**src/rtl/cs_accumulator_multichannel_if.sv**
```systemverilog
// Command/result bundle of the multi-channel carry-save accumulator.
// The producer side drives the operand and commands. The accumulator side returns the resolved result and status.
interface cs_accumulator_multichannel_if #(
   parameter int INPUT_LENGTH  = 16,
   parameter int OUTPUT_LENGTH = 32,
   parameter int CHANNELS      = 4
);
   localparam int CH_W = (CHANNELS > 1) ? $clog2(CHANNELS) : 1;

   logic [INPUT_LENGTH-1:0]  iA;
   logic [CH_W-1:0]          iCh;
   logic                     iAccumulate;
   logic                     iTerminate;
   logic [OUTPUT_LENGTH-1:0] oRes;
   logic [CH_W-1:0]          oResCh;
   logic                     oOverflow;
   logic                     oReady;
   logic                     oDone;

   modport master (
      output iA, iCh, iAccumulate, iTerminate,
      input  oRes, oResCh, oOverflow, oReady, oDone
   );

   modport slave (
      input  iA, iCh, iAccumulate, iTerminate,
      output oRes, oResCh, oOverflow, oReady, oDone
   );
endinterface

```
**src/rtl/cs_accumulator_multichannel.sv**
```systemverilog
// Holds CHANNELS running sums in redundant sum/carry form and accepts one operand per cycle.
// On terminate, it resolves the selected channel to binary CHUNK_WIDTH bits per cycle and clears the channel.
module cs_accumulator_multichannel #(
   parameter int INPUT_LENGTH  = 16,
   parameter int OUTPUT_LENGTH = 32,
   parameter int CHANNELS      = 4,
   parameter int CHUNK_WIDTH   = 8,
   parameter int SIGNED        = 0
) (
   input logic                          iClk,
   input logic                          iRstN,
   cs_accumulator_multichannel_if.slave bus
);
   localparam int CH_W   = (CHANNELS > 1) ? $clog2(CHANNELS) : 1;
   localparam int NCHUNK = (OUTPUT_LENGTH + CHUNK_WIDTH - 1) / CHUNK_WIDTH;
   localparam int PAD_W  = NCHUNK * CHUNK_WIDTH;
   localparam int LAST_W = OUTPUT_LENGTH - (NCHUNK - 1) * CHUNK_WIDTH;
   localparam int CNT_W  = (NCHUNK > 1) ? $clog2(NCHUNK) : 1;

   typedef enum logic [1:0] {IDLE, RESOLVE, DONE} state_t;

   state_t                   r_state, w_nextState;
   logic [OUTPUT_LENGTH-1:0] r_sum   [CHANNELS];
   logic [OUTPUT_LENGTH-1:0] r_carry [CHANNELS];
   logic [CHANNELS-1:0]      r_ovf;
   logic [OUTPUT_LENGTH-1:0] r_opS, r_opC, r_resPart, r_res;
   logic                     r_opOvf, r_opCmsb, r_chunkCarry, r_overflow;
   logic [CNT_W-1:0]         r_chunk;
   logic [CH_W-1:0]          r_ch, r_resCh;

   logic                     w_chValid, w_doAcc, w_doTerm, w_lastChunk, w_carryOut, w_selOvf;
   logic [OUTPUT_LENGTH-1:0] w_ext, w_selS, w_selC, w_resolved;
   logic [CHUNK_WIDTH-1:0]   w_chunkS, w_chunkC;
   logic [CHUNK_WIDTH:0]     w_chunkSum;

   assign w_chValid = (32'(bus.iCh) < CHANNELS);

   always_comb begin
      w_ext = '0;
      w_ext[INPUT_LENGTH-1:0] = bus.iA;
      for (int i = INPUT_LENGTH; i < OUTPUT_LENGTH; i++)
         w_ext[i] = (SIGNED != 0) && bus.iA[INPUT_LENGTH-1];
   end

   always_comb begin
      w_selS   = '0;
      w_selC   = '0;
      w_selOvf = 1'b0;
      for (int c = 0; c < CHANNELS; c++) begin
         if (bus.iCh == CH_W'(c)) begin
            w_selS   = r_sum[c];
            w_selC   = r_carry[c];
            w_selOvf = r_ovf[c];
         end
      end
   end

   // The last chunk may be partial, so its carry-out sits at bit LAST_W of the zero-padded chunk sum.
   always_comb begin
      w_chunkS    = CHUNK_WIDTH'(PAD_W'(r_opS) >> (CHUNK_WIDTH * r_chunk));
      w_chunkC    = CHUNK_WIDTH'(PAD_W'(r_opC) >> (CHUNK_WIDTH * r_chunk));
      w_chunkSum  = {1'b0, w_chunkS} + {1'b0, w_chunkC} + {{CHUNK_WIDTH{1'b0}}, r_chunkCarry};
      w_lastChunk = (r_chunk == CNT_W'(NCHUNK - 1));
      w_carryOut  = w_chunkSum[LAST_W];
      w_resolved  = r_resPart |
                    OUTPUT_LENGTH'(PAD_W'(w_chunkSum[CHUNK_WIDTH-1:0]) << (CHUNK_WIDTH * r_chunk));
   end

   always_ff @(posedge iClk or negedge iRstN) begin
      if (!iRstN) r_state <= IDLE;
      else        r_state <= w_nextState;
   end

   always_comb begin
      w_nextState = r_state;
      w_doAcc     = 1'b0;
      w_doTerm    = 1'b0;
      unique case (r_state)
         IDLE: begin
            w_doTerm = bus.iTerminate && w_chValid;
            w_doAcc  = bus.iAccumulate && !bus.iTerminate && w_chValid;
            if (w_doTerm) w_nextState = RESOLVE;
         end
         RESOLVE: if (w_lastChunk) w_nextState = DONE;
         DONE:    w_nextState = IDLE;
         default: w_nextState = IDLE;
      endcase
   end

   // A carry bit leaving the MSB carries weight 2^OUTPUT_LENGTH, so in unsigned mode it marks overflow.
   always_ff @(posedge iClk or negedge iRstN) begin
      if (!iRstN) begin
         for (int c = 0; c < CHANNELS; c++) begin
            r_sum[c]   <= '0;
            r_carry[c] <= '0;
         end
         r_ovf <= '0;
      end else begin
         for (int c = 0; c < CHANNELS; c++) begin
            if (bus.iCh == CH_W'(c)) begin
               if (w_doTerm) begin
                  r_sum[c]   <= '0;
                  r_carry[c] <= '0;
                  r_ovf[c]   <= 1'b0;
               end else if (w_doAcc) begin
                  r_sum[c]   <= w_ext ^ r_sum[c] ^ (r_carry[c] << 1);
                  r_carry[c] <= (w_ext & r_sum[c]) | (w_ext & (r_carry[c] << 1)) |
                                (r_sum[c] & (r_carry[c] << 1));
                  if ((SIGNED == 0) && r_carry[c][OUTPUT_LENGTH-1]) r_ovf[c] <= 1'b1;
               end
            end
         end
      end
   end

   always_ff @(posedge iClk or negedge iRstN) begin
      if (!iRstN) begin
         r_opS        <= '0;
         r_opC        <= '0;
         r_opOvf      <= 1'b0;
         r_opCmsb     <= 1'b0;
         r_ch         <= '0;
         r_chunk      <= '0;
         r_chunkCarry <= 1'b0;
         r_resPart    <= '0;
         r_res        <= '0;
         r_resCh      <= '0;
         r_overflow   <= 1'b0;
      end else if (w_doTerm) begin
         r_opS        <= w_selS;
         r_opC        <= w_selC << 1;
         r_opOvf      <= w_selOvf;
         r_opCmsb     <= w_selC[OUTPUT_LENGTH-1];
         r_ch         <= bus.iCh;
         r_chunk      <= '0;
         r_chunkCarry <= 1'b0;
         r_resPart    <= '0;
      end else if (r_state == RESOLVE) begin
         r_resPart    <= w_resolved;
         r_chunkCarry <= w_chunkSum[CHUNK_WIDTH];
         r_chunk      <= r_chunk + CNT_W'(1);
         if (w_lastChunk) begin
            r_res      <= w_resolved;
            r_resCh    <= r_ch;
            r_overflow <= (SIGNED == 0) && (r_opOvf || r_opCmsb || w_carryOut);
         end
      end
   end

   assign bus.oRes      = r_res;
   assign bus.oResCh    = r_resCh;
   assign bus.oOverflow = r_overflow;
   assign bus.oReady    = (r_state == IDLE);
   assign bus.oDone     = (r_state == DONE);
endmodule

```
**src/flat_wrapper.sv**
```systemverilog
// flat-port wrapper written by rule: the top's interface ports become plain ports
module cs_accumulator_multichannel_flat 
#(
   parameter int INPUT_LENGTH  = 16,
   parameter int OUTPUT_LENGTH = 32,
   parameter int CHANNELS      = 4,
   parameter int CHUNK_WIDTH   = 8,
   parameter int SIGNED        = 0
)
  (iClk, iRstN, bus_iA, bus_iCh, bus_iAccumulate, bus_iTerminate, bus_oRes, bus_oResCh, bus_oOverflow, bus_oReady, bus_oDone);
  cs_accumulator_multichannel_if #(.INPUT_LENGTH(INPUT_LENGTH), .OUTPUT_LENGTH(OUTPUT_LENGTH), .CHANNELS(CHANNELS)) bus_i ();
  input logic iClk;
  input logic iRstN;
  input wire logic [$bits(bus_i.iA)-1:0] bus_iA;
  input wire logic [$bits(bus_i.iCh)-1:0] bus_iCh;
  input wire logic [$bits(bus_i.iAccumulate)-1:0] bus_iAccumulate;
  input wire logic [$bits(bus_i.iTerminate)-1:0] bus_iTerminate;
  output wire logic [$bits(bus_i.oRes)-1:0] bus_oRes;
  output wire logic [$bits(bus_i.oResCh)-1:0] bus_oResCh;
  output wire logic [$bits(bus_i.oOverflow)-1:0] bus_oOverflow;
  output wire logic [$bits(bus_i.oReady)-1:0] bus_oReady;
  output wire logic [$bits(bus_i.oDone)-1:0] bus_oDone;
  assign bus_i.iA = bus_iA;
  assign bus_i.iCh = bus_iCh;
  assign bus_i.iAccumulate = bus_iAccumulate;
  assign bus_i.iTerminate = bus_iTerminate;
  assign bus_oRes = bus_i.oRes;
  assign bus_oResCh = bus_i.oResCh;
  assign bus_oOverflow = bus_i.oOverflow;
  assign bus_oReady = bus_i.oReady;
  assign bus_oDone = bus_i.oDone;
  cs_accumulator_multichannel #(.INPUT_LENGTH(INPUT_LENGTH), .OUTPUT_LENGTH(OUTPUT_LENGTH), .CHANNELS(CHANNELS), .CHUNK_WIDTH(CHUNK_WIDTH), .SIGNED(SIGNED)) u_core (.iClk(iClk), .iRstN(iRstN), .bus(bus_i));
endmodule
```
**config.mk**
```make
export PLATFORM = sky130hd
export DESIGN_NAME = cs_accumulator_multichannel_flat
export DESIGN_NICKNAME = d
export VERILOG_FILES = /design/src/rtl/cs_accumulator_multichannel_if.sv /design/src/rtl/cs_accumulator_multichannel.sv /design/src/flat_wrapper.sv
export SDC_FILE = /design/constraint.sdc
export NUM_CORES = 1
export LEC_CHECK = 0
export BUFFER_PORTS_ARGS = -buffer_cell sky130_fd_sc_hd__buf_2
export CORE_MARGIN = 1.5
export CORE_UTILIZATION = 35
export CTS_CLUSTER_SIZE = 30
export DETAILED_ROUTE_END_ITERATION = 6
export PLACE_DENSITY = 0.57
export SYNTH_ARGS = -nofsm -noshare
export SYNTH_HDL_FRONTEND = slang
export SYNTH_SLANG_ARGS = --single-unit
```
**constraint.sdc**
```tcl
create_clock -name iClk -period 7.3 [get_ports iClk]
set_input_delay 1.46 -clock iClk [delete_from_list [all_inputs] [get_ports iClk]]
set_output_delay 1.46 -clock iClk [all_outputs]
set_load 0.005 [all_outputs]
```
Yosys cells after proc, flatten, opt, wreduce, memory -nomap -nowiden

Cells that the tools add are included.

Output and inout bits: 37
Register bits after elaboration: 399
Bits of input ports: 22

Bitwise logic cells: 30
Shift-type cells: 3
$add $sub $neg: 3
Eq/ne operators: 8
Reduce and logical (&&, ||, !) cells: 22
Mux-type cells: 51

Operators with widths:

| operator                                                              | number |
|---|---|
| 32-bit 2-to-1 mux                                                     | 26 |
| 32-bit bitwise OR                                                     | 9 |
| 16-bit by 32-bit bitwise AND with 32-bit output                       | 8 |
| 32-bit bitwise AND                                                    | 4 |
| 16-bit by 32-bit bitwise XOR with 32-bit output                       | 4 |
| 32-bit bitwise XOR                                                    | 4 |
| 32-bit by 5-bit >> shifter with 8-bit output                          | 2 |
| 8-bit by 5-bit left shift with 32-bit output                          | 1 |
| 1-bit 2-to-1 mux                                                      | 20 |
| 3-bit AND reduction                                                   | 5 |
| 2-bit nonzero test                                                    | 6 |
| 2-bit AND reduction                                                   | 5 |
| 8-bit by 8-bit adder with 9-bit output                                | 1 |
| 9-bit by 1-bit adder with 9-bit output                                | 1 |
| 2-bit equality test, second input constant                            | 4 |
| 2-bit 2-to-1 mux                                                      | 4 |
| 2-bit by 1-bit equality test with 1-bit output, second input constant | 2 |
| 2-bit zero test                                                       | 2 |
| 2-bit one-hot mux with 2 select lines                                 | 1 |
| 2-bit by 1-bit adder with 2-bit output, second input constant         | 1 |
| 1-bit logical OR                                                      | 2 |
| 2-bit by 1-bit != test with 1-bit output, second input constant       | 1 |
| 2-bit != test, second input constant                                  | 1 |
| 1-bit logical AND                                                     | 1 |
| 2 further kinds                                                       | 2 |

Logic depth before layout (Yosys ltp)

Gate-level depths: netlist of the first run.

Word-level depth: 7
Mapped depth: 11
Mapped depth without buffers: 10

Least setup slack after synthesis of the first run

Ideal clock, no wire load.

Kind: register to register
From: reg u_core.r_chunk[0]
To: reg u_core.r_res[14] (netlist: u_core.bus.oRes[14])
Library setup time: 133 ps
Slack: 4,395 ps
Stages on the path, launching flop included: 12
Buffers on the path: 1
Data arrival time: 2,772 ps
Data required time: 7,167 ps
Cells stage by stage: dfrtp_1 > buf_2 > mux2_2 > a22o_1 > fa_1 > inv_1 > fa_1 > nand2b_1 > a21oi_1 > a211oi_2 > xor2_2 > o21ai_0

Longest elaborated chain between the ends: 5
Elaborated cells between the ends (all ways): 8
Those cells by class: add/sub: 2; eq/ne: 1; shift: 3; bitwise: 1; reduce/logical: 1

Ends and longest elaborated chain:

| item                                                            | line                                                                 | RTL |
|---|---|---|
| from (decl)                                                     | cs_accumulator_multichannel.sv:28                                    | `logic [CNT_W-1:0] r_chunk;` |
| from (signal assigned)                                          | cs_accumulator_multichannel.sv:141                                   | `r_chunk <= r_chunk + CNT_W'(1);` |
| 32-bit by 5-bit >> shifter with 8-bit output (on tied branches) | cs_accumulator_multichannel.sv:60, cs_accumulator_multichannel.sv:61 |  |
| 8-bit by 8-bit adder with 9-bit output                          | cs_accumulator_multichannel.sv:62                                    | `w_chunkSum = {1'b0, w_chunkS} + {1'b0, w_chunkC} + {{CHUNK_WIDTH{1'b0}}, r_chunkCarry};` |
| 9-bit by 1-bit adder with 9-bit output                          | cs_accumulator_multichannel.sv:62                                    |  |
| 8-bit by 5-bit left shift with 32-bit output                    | cs_accumulator_multichannel.sv:66                                    | `OUTPUT_LENGTH'(PAD_W'(w_chunkSum[CHUNK_WIDTH-1:0]) << (CHUNK_WIDTH * r_chunk));` |
| 32-bit bitwise OR                                               | cs_accumulator_multichannel.sv:65                                    | `w_resolved = r_resPart \|` |
| to (signal assigned)                                            | cs_accumulator_multichannel.sv:143                                   | `r_res <= w_resolved;` |
| to (decl)                                                       | cs_accumulator_multichannel.sv:26                                    | `logic [OUTPUT_LENGTH-1:0] r_opS, r_opC, r_resPart, r_res;` |

Parallel ways exist; a longest one is shown, timed or not.
A chain may end at the register's enable or synchronous reset.

Final worst setup path of the first run

From: reg u_core.r_chunk[0]
To: reg u_core.r_res[4] (netlist: u_core.bus.oRes[4])

The elaborated chain is that of the path after synthesis.

==> results of run 1 <==
[cells by family after synthesis]
family | share of synthesized area
simple gates | 0.118
compound gates | 0.121
flops | 0.492
buf+inv | 0.0641
fa+ha+maj | 0.108
mux | 0.0952
xor+xnor | 0.00290
[worst max-delay path, stage by stage, from the launching register on]
cell and delay [ns]:
dfrtp_1 0.41, buf_4 0.38, mux4_2 0.64, fa_1 0.52, inv_1 0.12, fa_1 0.21, nand2b_1 0.14, nand2b_1 0.06
a21oi_1 0.17, xor2_1 0.65, o21ai_0 0.22
[layout by cell type (no fill, tap or decap), types with 12 or more instances in the layout]
cell         n
nand2_1    583
dfrtp_1    399
o21ai_0    216
inv_1      140
o31ai_1    115
mux4_2      80
ha_1        76
fa_1        62
buf_2       55
clkbuf_16   45
a21oi_1     30
a22o_1      17
clkbuf_1    15
buf_4       14
mux2i_1     12
[power breakdown]
| group | total, uW | internal [uW] | switching (uW) | leakage [uW] |
|---|---|---|---|---|
| clock | 2210 | 1300 | 905 | 0.000687 |
| sequential | 3150 | 2790 | 361 | 0.00538 |
| combinational | 2560 | 957 | 1600 | 0.00412 |
[metal layers]
layer,vias up,global-route usage
met5,-,0
met4,0,0.0450
met3,52,0.0200
met2,170,0.267
met1,6824,0.229
li1,6468,-
[flip-flops by register name, indices dropped and copies added, names as in the netlist]
register	flops
u_core.r_ch	2
u_core.r_state	2
u_core.bus.oRes	32
u_core.r_opCmsb	1
u_core.bus.oOverflow	1
u_core.r_opOvf	1
u_core.r_opC	31
u_core.r_carry	128
u_core.r_ovf	4
u_core.bus.oResCh	2
u_core.r_opS	32
u_core.r_chunkCarry	1
u_core.r_chunk	2
u_core.r_sum	128
u_core.r_resPart	32
[layout make-up]
type,instances,area (sq um),area share
clock buffers,66,1260,0.0565
multi-input cells,1257,9060,0.405
diodes,1,2.50,0.000112
clock inverters,11,144,0.00642
repair buffers,73,455,0.0203
well taps,765,957,0.0427
inverters,140,526,0.0235
flip-flops and latches,399,9980,0.446
[worst max-delay path by stage]
stage | start | end | slack [ns] | depth (start not counted)
3_5_place_dp | bus_iCh[1] | u_core.r_sum[94]$_DFFE_PN0P_ | 2.99 | 5
4_1_cts | u_core.r_chunk[0]$_DFFE_PN0P_ | u_core.bus.oRes[4]$_DFFE_PN0P_ | 3.58 | 10
5_1_grt | u_core.r_chunk[0]$_DFFE_PN0P_ | u_core.r_resPart[12]$_DFFE_PN0P_ | 3.34 | 10
6_report | u_core.r_chunk[0]$_DFFE_PN0P_ | u_core.bus.oRes[4]$_DFFE_PN0P_ | 3.59 | 10
3_3_place_gp | bus_iCh[1] | u_core.r_carry[30]$_DFFE_PN0P_ | 3.13 | 5
2_1_floorplan | u_core.r_chunk[0]$_DFFE_PN0P_ | u_core.bus.oRes[14]$_DFFE_PN0P_ | 4.39 | 11
[stage by stage]
| step | power (uW) | hold WS (ns) |
|---|---|---|
| 6_report | 7910 | 0.470 |
| 5_1_grt | 8520 | 0.484 |
| 4_1_cts | 8020 | 0.478 |
| 3_5_place_dp | 5790 | 0.460 |
| 3_3_place_gp | 5680 | 0.458 |
| 2_1_floorplan | 4960 | 0.439 |
==> PnR_summary.wiki, run 1 <==
{| class="wikitable"
! Metric !! Value
|-
| Met3 wire length || 1390 um
|-
| Cells taking the most area after synthesis || dfrtp_1 (49%), nand2_1 (11%), mux4_2 (8.9%)
|-
| Number of sinks driven by the clock tree || 399
|-
| Post-synthesis instance area || 20300 sq um
|-
| Std-Cell Rows || 88
|-
| Effective utilization at floorplan || 0.353
|-
| Fin nets || 2075
|-
| Maximum number of pins on one net before global-route repair || 203
|-
| Clock input transition at the sequential cells of the worst setup and hold paths || 0.06 ns
|-
| Filler cells || 5658
|-
| Worst hold stages || 2
|-
| Setup Slack @ Placement || 2.99 ns
|-
| Final period utilization || 0.508
|-
| Post-route design area || 22400 sq um
|-
| Final TNS setup || 0 ns
|-
| Worst endpoint required time || 7.71 ns
|-
| Core Util, Final || 0.390
|-
| Top cells by instance count after synthesis || nand2_1 (587), dfrtp_1 (399), o21ai_0 (216), inv_1 (140), o31ai_1 (115)
|-
| Post-synth top area share || 0.492
|-
| Hold Path End || u_core.bus.oRes[24]$_DFFE_PN0P_
|-
| Max-Slew Margin vs Limit || 0.246
|-
| R2r startpoint || u_core.r_chunk[0]$_DFFE_PN0P_
|-
| Number of remaining DRC errors || 0
|-
| Detailed Route WL || 46500 um
|-
| Metal1 wirelength || 22100 um
|-
| Routed via count divided by cell count || 4.98
|-
| Setup slack after layout || 3.59 ns
|-
| Maximum clock frequency || 0.269 GHz
|-
| Result of the run || finished, final reports clean
|-
| Area after detailed placement || 21000 sq um
|-
| Number of synthesized flops with an enable pin || 0
|-
| H-Tree Level Count || 2
|-
| Syn nets || 2090
|-
| Prevailing post-synth register cell || dfrtp_1
|-
| Routed WL per cell || 17.2 um
|-
| Total global routing track utilization || 0.163
|-
| Length of the first detailed-routing pass in iterations || 5
|-
| Yosys Warn Count || 0
|-
| Insertion delay of the later-clocked pin in the worst-skew pair || 0.57 ns
|-
| Count of unique library cells instantiated by Yosys || 39
|-
| Worst-path fanout max || 19
|-
| Met2 wire length || 22100 um
|-
| CTS root buffer || clkbuf_16
|-
| Post-Syn Instances || 1930
|-
| Area enclosed by the die boundary || 59500 sq um
|-
| Peak VDD IR || 0.226 mV
|-
| Cell count of the worst reg-to-reg path || 10
|-
| Wire length of the first global-routing pass || 78100 um
|-
| DRT antenna net count || 0
|-
| HPWL after detailed placement || 30600 um
|-
| Crit path kind || flip-flop to flip-flop
|-
| Most instantiated library cell after synthesis || nand2_1
|-
| Die H || 244 um
|-
| Lkg Pwr || 0.0102 uW
|-
| Post-CTS sizing || 0
|-
| Kind of capture point of the worst setup path || flip-flop
|-
| Routability congestion estimate || 0.831
|-
| Total count of hold-check failures in the final report || 0
|-
| Per-instance average area after synthesis || 10.5 sq um
|-
| Inst Count DP || 2634
|-
| Grt ovf || 0
|-
| Routed via count || 13514
|-
| Async SR Flop Fraction || 1.00
|-
| Power Density || 353 nW/um^2
|-
| Maximum buffer depth of the clock tree || 3
|-
| Number of DRC markers in iteration 0 || 1042
|-
| # port buffers || 58
|-
| Skew final || 0.0213 ns
|-
| Setup-failing EPs final || 0
|-
| Max-slew violation total from the final report || 0
|-
| Data arrival time of the critical path || 4.12 ns
|-
| Register-to-Register Setup Slack || 3.59 ns
|-
| Minimum clock period || 3.71 ns
|-
| HP Start || u_core.bus.oRes[24]$_DFFE_PN0P_
|-
| Post-CTS setup buffers || 0
|-
| Non-filler cells, final || 2712
|-
| Number of clock buffers inserted by TritonCTS || 44
|-
| Actual slew at the worst max-slew pin || 1.13 ns
|-
| Synth area leader || dfrtp_1
|-
| Number of global-route vias before repair || 13959
|-
| Top-level port count || 59
|-
| RSZ-0062 raised after global routing || no
|-
| Area of the placeable core || 57500 sq um
|-
| Share of post-route cells with drive strength above 1 || 0.120
|-
| Classification of the worst-slack hold path || flip-flop to flip-flop
|-
| Crit start category || flip-flop
|-
| Top routing layer used || met4
|-
| Antenna violations before repair || 1
|-
| Capture instance of the worst register-to-register path || u_core.bus.oRes[4]$_DFFE_PN0P_
|-
| Number of synthesized register bits || 399
|-
| Number of max-cap violations || 0
|-
| Number of buffers inserted for hold repair after clock tree synthesis || 0
|-
| Die width || 244 um
|-
| Layout area overhead || 10.3%
|-
| Share of synthesized area occupied by flip-flops and latches || 0.492
|-
| CTS tree || yes
|}
No activity file was read; power rests on OpenSTA's default activity.
==> run 2, diff against run 1 <==
Clock period 7.3 ns to 3.8 ns, I/O delays scaled along.
==> run 2 against run 1 <==
  * Final cell count grew 0.96%
  * Critical path depth decreased by 2
  * First-iteration DRC count fell by 33%
  * Critical endpoint is now u_core.bus.oRes[27]$_DFFE_PN0P_
  * Non-clock buffer count is 28 higher
  * Routed wire length increased by 0.88%
  * Largest power group unchanged
  * Largest cell class unchanged
  * Design area increased by 1.5%
  * Register-to-register slack worse by 2.8 ns
==> PnR_summary.wiki, run 2 (synthesis results as in run 1) <==
{| class="wikitable"
! Metric !! Value
|-
| Number of remaining DRC errors || 0 (unchanged)
|-
| Grt ovf || 0 (unchanged)
|-
| Max-slew violation total from the final report || 0 (unchanged)
|-
| Maximum buffer depth of the clock tree || 3 (unchanged)
|-
| Antenna violations before repair || 1 (unchanged)
|-
| Maximum clock frequency || 0.336 GHz (was 0.269 GHz)
|-
| Inst Count DP || 2662 (was 2634)
|-
| Area enclosed by the die boundary || 59500 sq um (unchanged)
|-
| Final period utilization || 0.783 (was 0.508)
|-
| Std-Cell Rows || 88 (unchanged)
|-
| Final TNS setup || 0 ns (unchanged)
|-
| Number of DRC markers in iteration 0 || 698 (was 1042)
|-
| Minimum clock period || 2.98 ns (was 3.71 ns)
|-
| Max-Slew Margin vs Limit || 0.375 (was 0.246)
|-
| Final Total Pwr || 15300 uW (was 7910 uW)
|-
| Routed WL per cell || 17.1 um (was 17.2 um)
|-
| RSZ-0062 raised after global routing || no (unchanged)
|-
| Post-CTS sizing || 0 (unchanged)
|-
| Die H || 244 um (unchanged)
|-
| Fin nets || 2102 (was 2075)
|-
| Number of buffers inserted for hold repair after clock tree synthesis || 0 (unchanged)
|-
| Area after detailed placement || 21300 sq um (was 21000 sq um)
|-
| Power Density || 671 nW/um^2 (was 353 nW/um^2)
|-
| CTS root buffer || clkbuf_16 (unchanged)
|-
| Most common library cell in the layout ignoring fill and taps || nand2_1 (unchanged)
|-
| Worst-path fanout max || 21 (was 19)
|-
| Met2 routing resource usage after global routing || 0.274 (was 0.267)
|-
| H-Tree Level Count || 2 (unchanged)
|-
| Number of max-cap violations || 0 (unchanged)
|-
| Share of post-route cells with drive strength above 1 || 0.134 (was 0.120)
|-
| Length of the first detailed-routing pass in iterations || 5 (unchanged)
|-
| Data arrival time of the critical path || 3.46 ns (was 4.12 ns)
|-
| Setup-failing EPs final || 0 (unchanged)
|-
| Routed via count divided by cell count || 4.91 (was 4.98)
|-
| Actual slew at the worst max-slew pin || 0.938 ns (was 1.13 ns)
|-
| Clock input transition at the sequential cells of the worst setup and hold paths || 0.06 ns (about the same)
|-
| Skew final || 0.0178 ns (was 0.0213 ns)
|-
| Number of global-route vias before repair || 13905 (was 13959)
|-
| Total global routing track utilization || 0.164 (was 0.163)
|-
| Wire length of the first global-routing pass || 77800 um (was 78100 um)
|-
| Maximum number of pins on one net before global-route repair || 129 (was 203)
|-
| Number of clock buffers inserted by TritonCTS || 43 (was 44)
|-
| Registers with the most flip-flops || u_core.r_carry (128), u_core.r_sum (128) (unchanged)
|-
| Diodes inserted || 0 (was 1)
|-
| Classification of the worst-slack hold path || input port to asynchronous set/reset pin (was flip-flop to flip-flop)
|-
| # port buffers || 58 (unchanged)
|-
| Number of sinks driven by the clock tree || 399 (unchanged)
|-
| R2r startpoint || u_core.r_chunk[0]$_DFFE_PN0P_ (unchanged)
|-
| Area of the placeable core || 57500 sq um (unchanged)
|-
| Worst endpoint required time || 4.29 ns (was 7.71 ns)
|-
| CTS tree || yes (unchanged)
|-
| Top-level port count || 59 (unchanged)
|-
| Non-filler cells, final || 2738 (was 2712)
|-
| Met1 demand-to-capacity share in global routing || 0.216 (was 0.229)
|-
| Total count of hold-check failures in the final report || 0 (unchanged)
|-
| Kind of capture point of the worst setup path || flip-flop (unchanged)
|-
| Cell count of the worst reg-to-reg path || 8 (was 10)
|-
| DRT antenna net count || 0 (unchanged)
|-
| Global-route layer with the greatest usage || met2 (unchanged)
|-
| Crit start category || flip-flop (unchanged)
|-
| Routed via count || 13447 (was 13514)
|-
| Post-CTS setup buffers || 0 (unchanged)
|-
| Commonest non-fill, non-tap cells in the layout || nand2_1 (583), dfrtp_1 (399), o21ai_0 (216), inv_1 (140), o31ai_1 (115) (unchanged)
|-
| Routability congestion estimate || 0.834 (was 0.831)
|-
| Insertion delay of the later-clocked pin in the worst-skew pair || 0.57 ns (about the same)
|-
| Lkg Pwr || 0.0104 uW (was 0.0102 uW)
|-
| Filler cells || 5596 (was 5658)
|-
| Crit path kind || flip-flop to flip-flop (unchanged)
|-
| Result of the run || finished, final reports clean (unchanged)
|-
| Post-route design area || 22700 sq um (was 22400 sq um)
|-
| Detailed Route WL || 46900 um (was 46500 um)
|-
| Layout area overhead || 12.0% (was 10.3%)
|-
| Die width || 244 um (unchanged)
|-
| Met3 global-route usage || 0.0257 (was 0.0200)
|-
| Peak VDD IR || 0.313 mV (was 0.226 mV)
|-
| HPWL after detailed placement || 32000 um (was 30600 um)
|-
| Capture instance of the worst register-to-register path || u_core.bus.oRes[27]$_DFFE_PN0P_ (was u_core.bus.oRes[4]$_DFFE_PN0P_)
|-
| Register-to-Register Setup Slack || 0.82 ns (was 3.59 ns)
|-
| Sequential cell area || 9980 sq um (unchanged)
|-
| Effective utilization at floorplan || 0.353 (unchanged)
|-
| Area taken by multi-input logic gates || 9060 sq um (unchanged)
|}
run 2: cell count changes in the layout (fill, tap and decap cells not counted), moves of 2 or more:
cell / change
clkinv_2: +2
clkbuf_1: -4
buf_12: +11
clkbuf_8: +4
clkbuf_16: -2
buf_4: +17
run 2: critical path, cell delays in order, from the launching register on:
cell	delay, ns
dfrtp_1	0.41
buf_4	0.34
mux4_2	0.58
ha_1	0.33
a21o_1	0.13
a21oi_1	0.08
xnor2_1	0.70
a21oi_1	0.14
o21ai_0	0.18
run 2: stage by stage:
stage	utilization	setup WS (ns)	hold WS, ns
6_report	0.396	0.824	0.234
3_3_place_gp	0.371	0.886	0.452
5_1_grt	0.396	0.570	0.326
2_1_floorplan	-	0.895	0.439
4_1_cts	0.396	0.827	0.303
3_5_place_dp	0.371	0.836	0.462
run 2: cell type report:
class | count | area share
Sequential cell | 399 | 0.439
Multi-Input combinational cell | 1257 | 0.399
Clock buffer | 64 | 0.0552
Tap cell | 765 | 0.0421
Timing Repair Buffer | 101 | 0.0353
Inverter | 140 | 0.0231
Clock inverter | 12 | 0.00655
run 2: metal layers:
layer,part of all wire,vias up,wire (um)
met1,0.45,6673,21200
met4,0.028,2,1320
met3,0.033,77,1550
met2,0.49,167,22800
met5,0.00028,-,13
li1,-,6528,-
run 2: how the worst max path moves through the flow:
stage	to	cells past startpoint	slack (ns)	from
floorplan	u_core.bus.oRes[14]$_DFFE_PN0P_	11	0.89	u_core.r_chunk[0]$_DFFE_PN0P_
global placement	u_core.bus.oRes[26]$_DFFE_PN0P_	10	0.89	u_core.r_chunk[1]$_DFFE_PN0P_
detailed placement	u_core.r_resPart[4]$_DFFE_PN0P_	12	0.84	u_core.r_chunk[1]$_DFFE_PN0P_
CTS	u_core.bus.oRes[27]$_DFFE_PN0P_	8	0.83	u_core.r_chunk[0]$_DFFE_PN0P_
global route	u_core.bus.oRes[19]$_DFFE_PN0P_	8	0.57	u_core.r_chunk[0]$_DFFE_PN0P_
finish	u_core.bus.oRes[27]$_DFFE_PN0P_	8	0.82	u_core.r_chunk[0]$_DFFE_PN0P_
run 2: power by group:
group	switching (uW)	internal [uW]	total, uW
logic	3060	1920	4980
clock network	1750	2490	4240
registers	683	5350	6030
==> run 3, diff against run 2 <==
Clock period 3.8 ns to 2.91 ns, I/O delays scaled along.
==> run 3 against run 2 <==
  * Non-clock buffer count is 4 higher
  * Die area did not move
  * Utilization is 0.15 points higher
  * Design area up 0.38%
  * Sequential share of layout area shrank 0.16 points
  * Hold slack improved by 0.19 ns
  * Clock power rose by 23%
  * Combinational power rose by 35%
  * Register-to-register slack worse by 0.63 ns
  * Sequential cell count unchanged
  * Final cell count about the same
  * Critical path type unchanged
  * Largest power group unchanged
==> PnR_summary.wiki, run 3 (synthesis results as in run 1) <==
{| class="wikitable"
! Metric !! Value
|-
| Data arrival time of the critical path || 3.17 ns (was 3.46 ns)
|-
| HPWL after detailed placement || 32700 um (was 32000 um)
|-
| Sequential cell area || 9990 sq um (was 9980 sq um)
|-
| Most common library cell in the layout ignoring fill and taps || nand2_1 (unchanged)
|-
| Maximum buffer depth of the clock tree || 3 (unchanged)
|-
| Crit start category || flip-flop (unchanged)
|-
| Actual slew at the worst max-slew pin || 0.708 ns (was 0.938 ns)
|-
| Fin nets || 2106 (was 2102)
|-
| Number of sinks driven by the clock tree || 399 (unchanged)
|-
| Area enclosed by the die boundary || 59500 sq um (unchanged)
|-
| Int Pwr || 12600 uW (was 9760 uW)
|-
| Die H || 244 um (unchanged)
|-
| Crit path kind || flip-flop to flip-flop (unchanged)
|-
| Filler cells || 5565 (was 5596)
|-
| RSZ-0062 raised after global routing || no (unchanged)
|-
| Share of total power in combinational logic || 0.338 (was 0.327)
|-
| Worst-path fanout max || 14 (was 21)
|-
| Result of the run || finished, final reports clean (unchanged)
|-
| Total global routing track utilization || 0.164 (about the same)
|-
| Max-slew violation total from the final report || 0 (unchanged)
|-
| Inst Count DP || 2663 (was 2662)
|-
| Std-Cell Rows || 88 (unchanged)
|-
| Clock input transition at the sequential cells of the worst setup and hold paths || 0.06 ns (about the same)
|-
| Core Util, Final || 0.397 (was 0.396)
|-
| Kind of capture point of the worst setup path || flip-flop (unchanged)
|-
| Worst endpoint required time || 3.36 ns (was 4.29 ns)
|-
| Number of DRC markers in iteration 0 || 827 (was 698)
|-
| Max-Slew Margin vs Limit || 0.527 (was 0.375)
|-
| Length of the first detailed-routing pass in iterations || 5 (unchanged)
|-
| HP Start || bus_iCh[0]
|-
| DRT antenna net count || 0 (unchanged)
|-
| Routability congestion estimate || 0.820 (was 0.834)
|-
| Die width || 244 um (unchanged)
|-
| Capture instance of the worst register-to-register path || u_core.r_resPart[15]$_DFFE_PN0P_ (was u_core.bus.oRes[27]$_DFFE_PN0P_)
|-
| Wire length of the first global-routing pass || 78400 um (was 77800 um)
|-
| Antenna violations before repair || 1 (unchanged)
|-
| Setup-failing EPs final || 0 (unchanged)
|-
| Layout area overhead || 12.4% (was 12.0%)
|-
| Lkg Pwr || 0.0104 uW (about the same)
|-
| Routed WL per cell || 17.1 um (about the same)
|-
| Detailed Route WL || 46800 um (was 46900 um)
|-
| Routed via count || 13549 (was 13447)
|-
| Number of global-route vias before repair || 13989 (was 13905)
|-
| Switching Power || 7180 uW (was 5500 uW)
|-
| Insertion delay of the later-clocked pin in the worst-skew pair || 0.56 ns (was 0.57 ns)
|-
| Worst hold stages || 3
|-
| Top-level port count || 59 (unchanged)
|-
| CTS root buffer || clkbuf_16 (unchanged)
|-
| Area of the placeable core || 57500 sq um (unchanged)
|-
| Non-filler cells, final || 2740 (was 2738)
|-
| Cell count of the worst reg-to-reg path || 8 (unchanged)
|-
| Routed via count divided by cell count || 4.94 (was 4.91)
|-
| Final period utilization || 0.933 (was 0.783)
|-
| CTS tree || yes (unchanged)
|-
| Classification of the worst-slack hold path || input port to flip-flop (was input port to asynchronous set/reset pin)
|-
| Skew final || 0.0162 ns (was 0.0178 ns)
|-
| Commonest non-fill, non-tap cells in the layout || nand2_1 (583), dfrtp_1 (398), o21ai_0 (213), inv_1 (140), o31ai_1 (115) (was nand2_1 (583), dfrtp_1 (399), o21ai_0 (216), inv_1 (140), o31ai_1 (115))
|-
| R2r startpoint || u_core.r_chunk[0]$_DFFE_PN0P_ (unchanged)
|-
| Minimum clock period || 2.71 ns (was 2.98 ns)
|-
| Grt ovf || 0 (unchanged)
|-
| Maximum number of pins on one net before global-route repair || 80 (was 129)
|-
| Part of the total power dissipated in sequential elements || 0.398 (was 0.396)
|-
| Number of max-cap violations || 0 (unchanged)
|-
| Maximum clock frequency || 0.369 GHz (was 0.336 GHz)
|-
| Registers with the most flip-flops || u_core.r_carry (128), u_core.r_sum (128) (unchanged)
|-
| # port buffers || 58 (unchanged)
|-
| Clock network power share || 0.264 (was 0.278)
|-
| Final TNS setup || 0 ns (unchanged)
|-
| Total count of hold-check failures in the final report || 0 (unchanged)
|-
| Sw Share || 0.363 (was 0.360)
|-
| Peak VDD IR || 0.441 mV (was 0.313 mV)
|-
| Number of remaining DRC errors || 0 (unchanged)
|-
| Diodes inserted || 0 (unchanged)
|-
| H-Tree Level Count || 2 (unchanged)
|-
| Share of post-route cells with drive strength above 1 || 0.137 (was 0.134)
|-
| Power Density || 868 nW/um^2 (was 671 nW/um^2)
|-
| Register-to-Register Setup Slack || 0.20 ns (was 0.82 ns)
|-
| Number of clock buffers inserted by TritonCTS || 43 (unchanged)
|-
| Area taken by multi-input logic gates || 9080 sq um (was 9060 sq um)
|-
| Hold Path End || u_core.r_ch[0]$_DFFE_PN0P_
|-
| Effective utilization at floorplan || 0.353 (unchanged)
|}
==> run 3: worst max path at each step <==
stage,endpoint,from,depth (start not counted)
after global placement,u_core.bus.oRes[22]$_DFFE_PN0P_,u_core.r_chunk[0]$_DFFE_PN0P_,10
after global routing,u_core.r_resPart[31]$_DFFE_PN0P_,u_core.r_chunk[0]$_DFFE_PN0P_,8
after floorplan,u_core.bus.oRes[14]$_DFFE_PN0P_,u_core.r_chunk[0]$_DFFE_PN0P_,11
final,u_core.r_resPart[15]$_DFFE_PN0P_,u_core.r_chunk[0]$_DFFE_PN0P_,8
after detailed placement,u_core.r_resPart[14]$_DFFE_PN0P_,u_core.r_chunk[0]$_DFFE_PN0P_,10
after CTS,u_core.r_resPart[14]$_DFFE_PN0P_,u_core.r_chunk[0]$_DFFE_PN0P_,10
==> run 3: routing by layer <==
metal | vias to the layer above | global-route usage | wire length, um
met5 | - | 0 | 0
li1 | 6547 | - | -
met1 | 6771 | 0.223 | 21600
met3 | 67 | 0.0281 | 1510
met4 | 0 | 0.0523 | 1290
met2 | 164 | 0.268 | 22400
==> run 3: cell type report <==
class,instances,area share
sequential,399,0.438
multi-input combinational,1257,0.398
clock buffer,63,0.0548
tap,765,0.0419
timing repair buffer,105,0.0419
inverter,140,0.0230
clock inverter,11,0.00307
==> run 3: worst max-delay path, stage by stage (launching register included) <==
cell and delay (ns):
dfrtp_2 0.41, buf_8 0.20, mux4_2 0.55, ha_1 0.34, a211oi_2 0.27, o211ai_1 0.18
a21o_1 0.24, and2_1 0.21, a22o_1 0.19
==> run 3: repair_timing <==
action                                  CTS  global route
buffers inserted                          0             2
resized for setup                         0             9
endpoints found under the setup margin    0            32
hold buffers                              1             0
endpoints found under the hold margin    12             0
==> run 3: power by group through the flow <==
stage | clock [uW] | combinational [uW] | sequential (uW)
global route | 5590 | 7720 | 8060
global placement | 0 | 6540 | 7920
CTS | 5380 | 6770 | 7870
detailed placement | 0 | 6720 | 7950
floorplan | 0 | 4780 | 7670
finish | 5230 | 6700 | 7870
==> run 3: metrics by stage <==
step	instance area [sq um]	worst slack, ns	power, uW	hold slack [ns]
after floorplan	20300	0.00493	12400	0.286
after global placement	21500	0.0858	14500	0.450
after detailed placement	21500	0.0146	14700	0.459
after CTS	22800	0.0148	20000	0.391
after global routing	22800	0.00786	21400	0.414
final	22800	0.196	19800	0.424
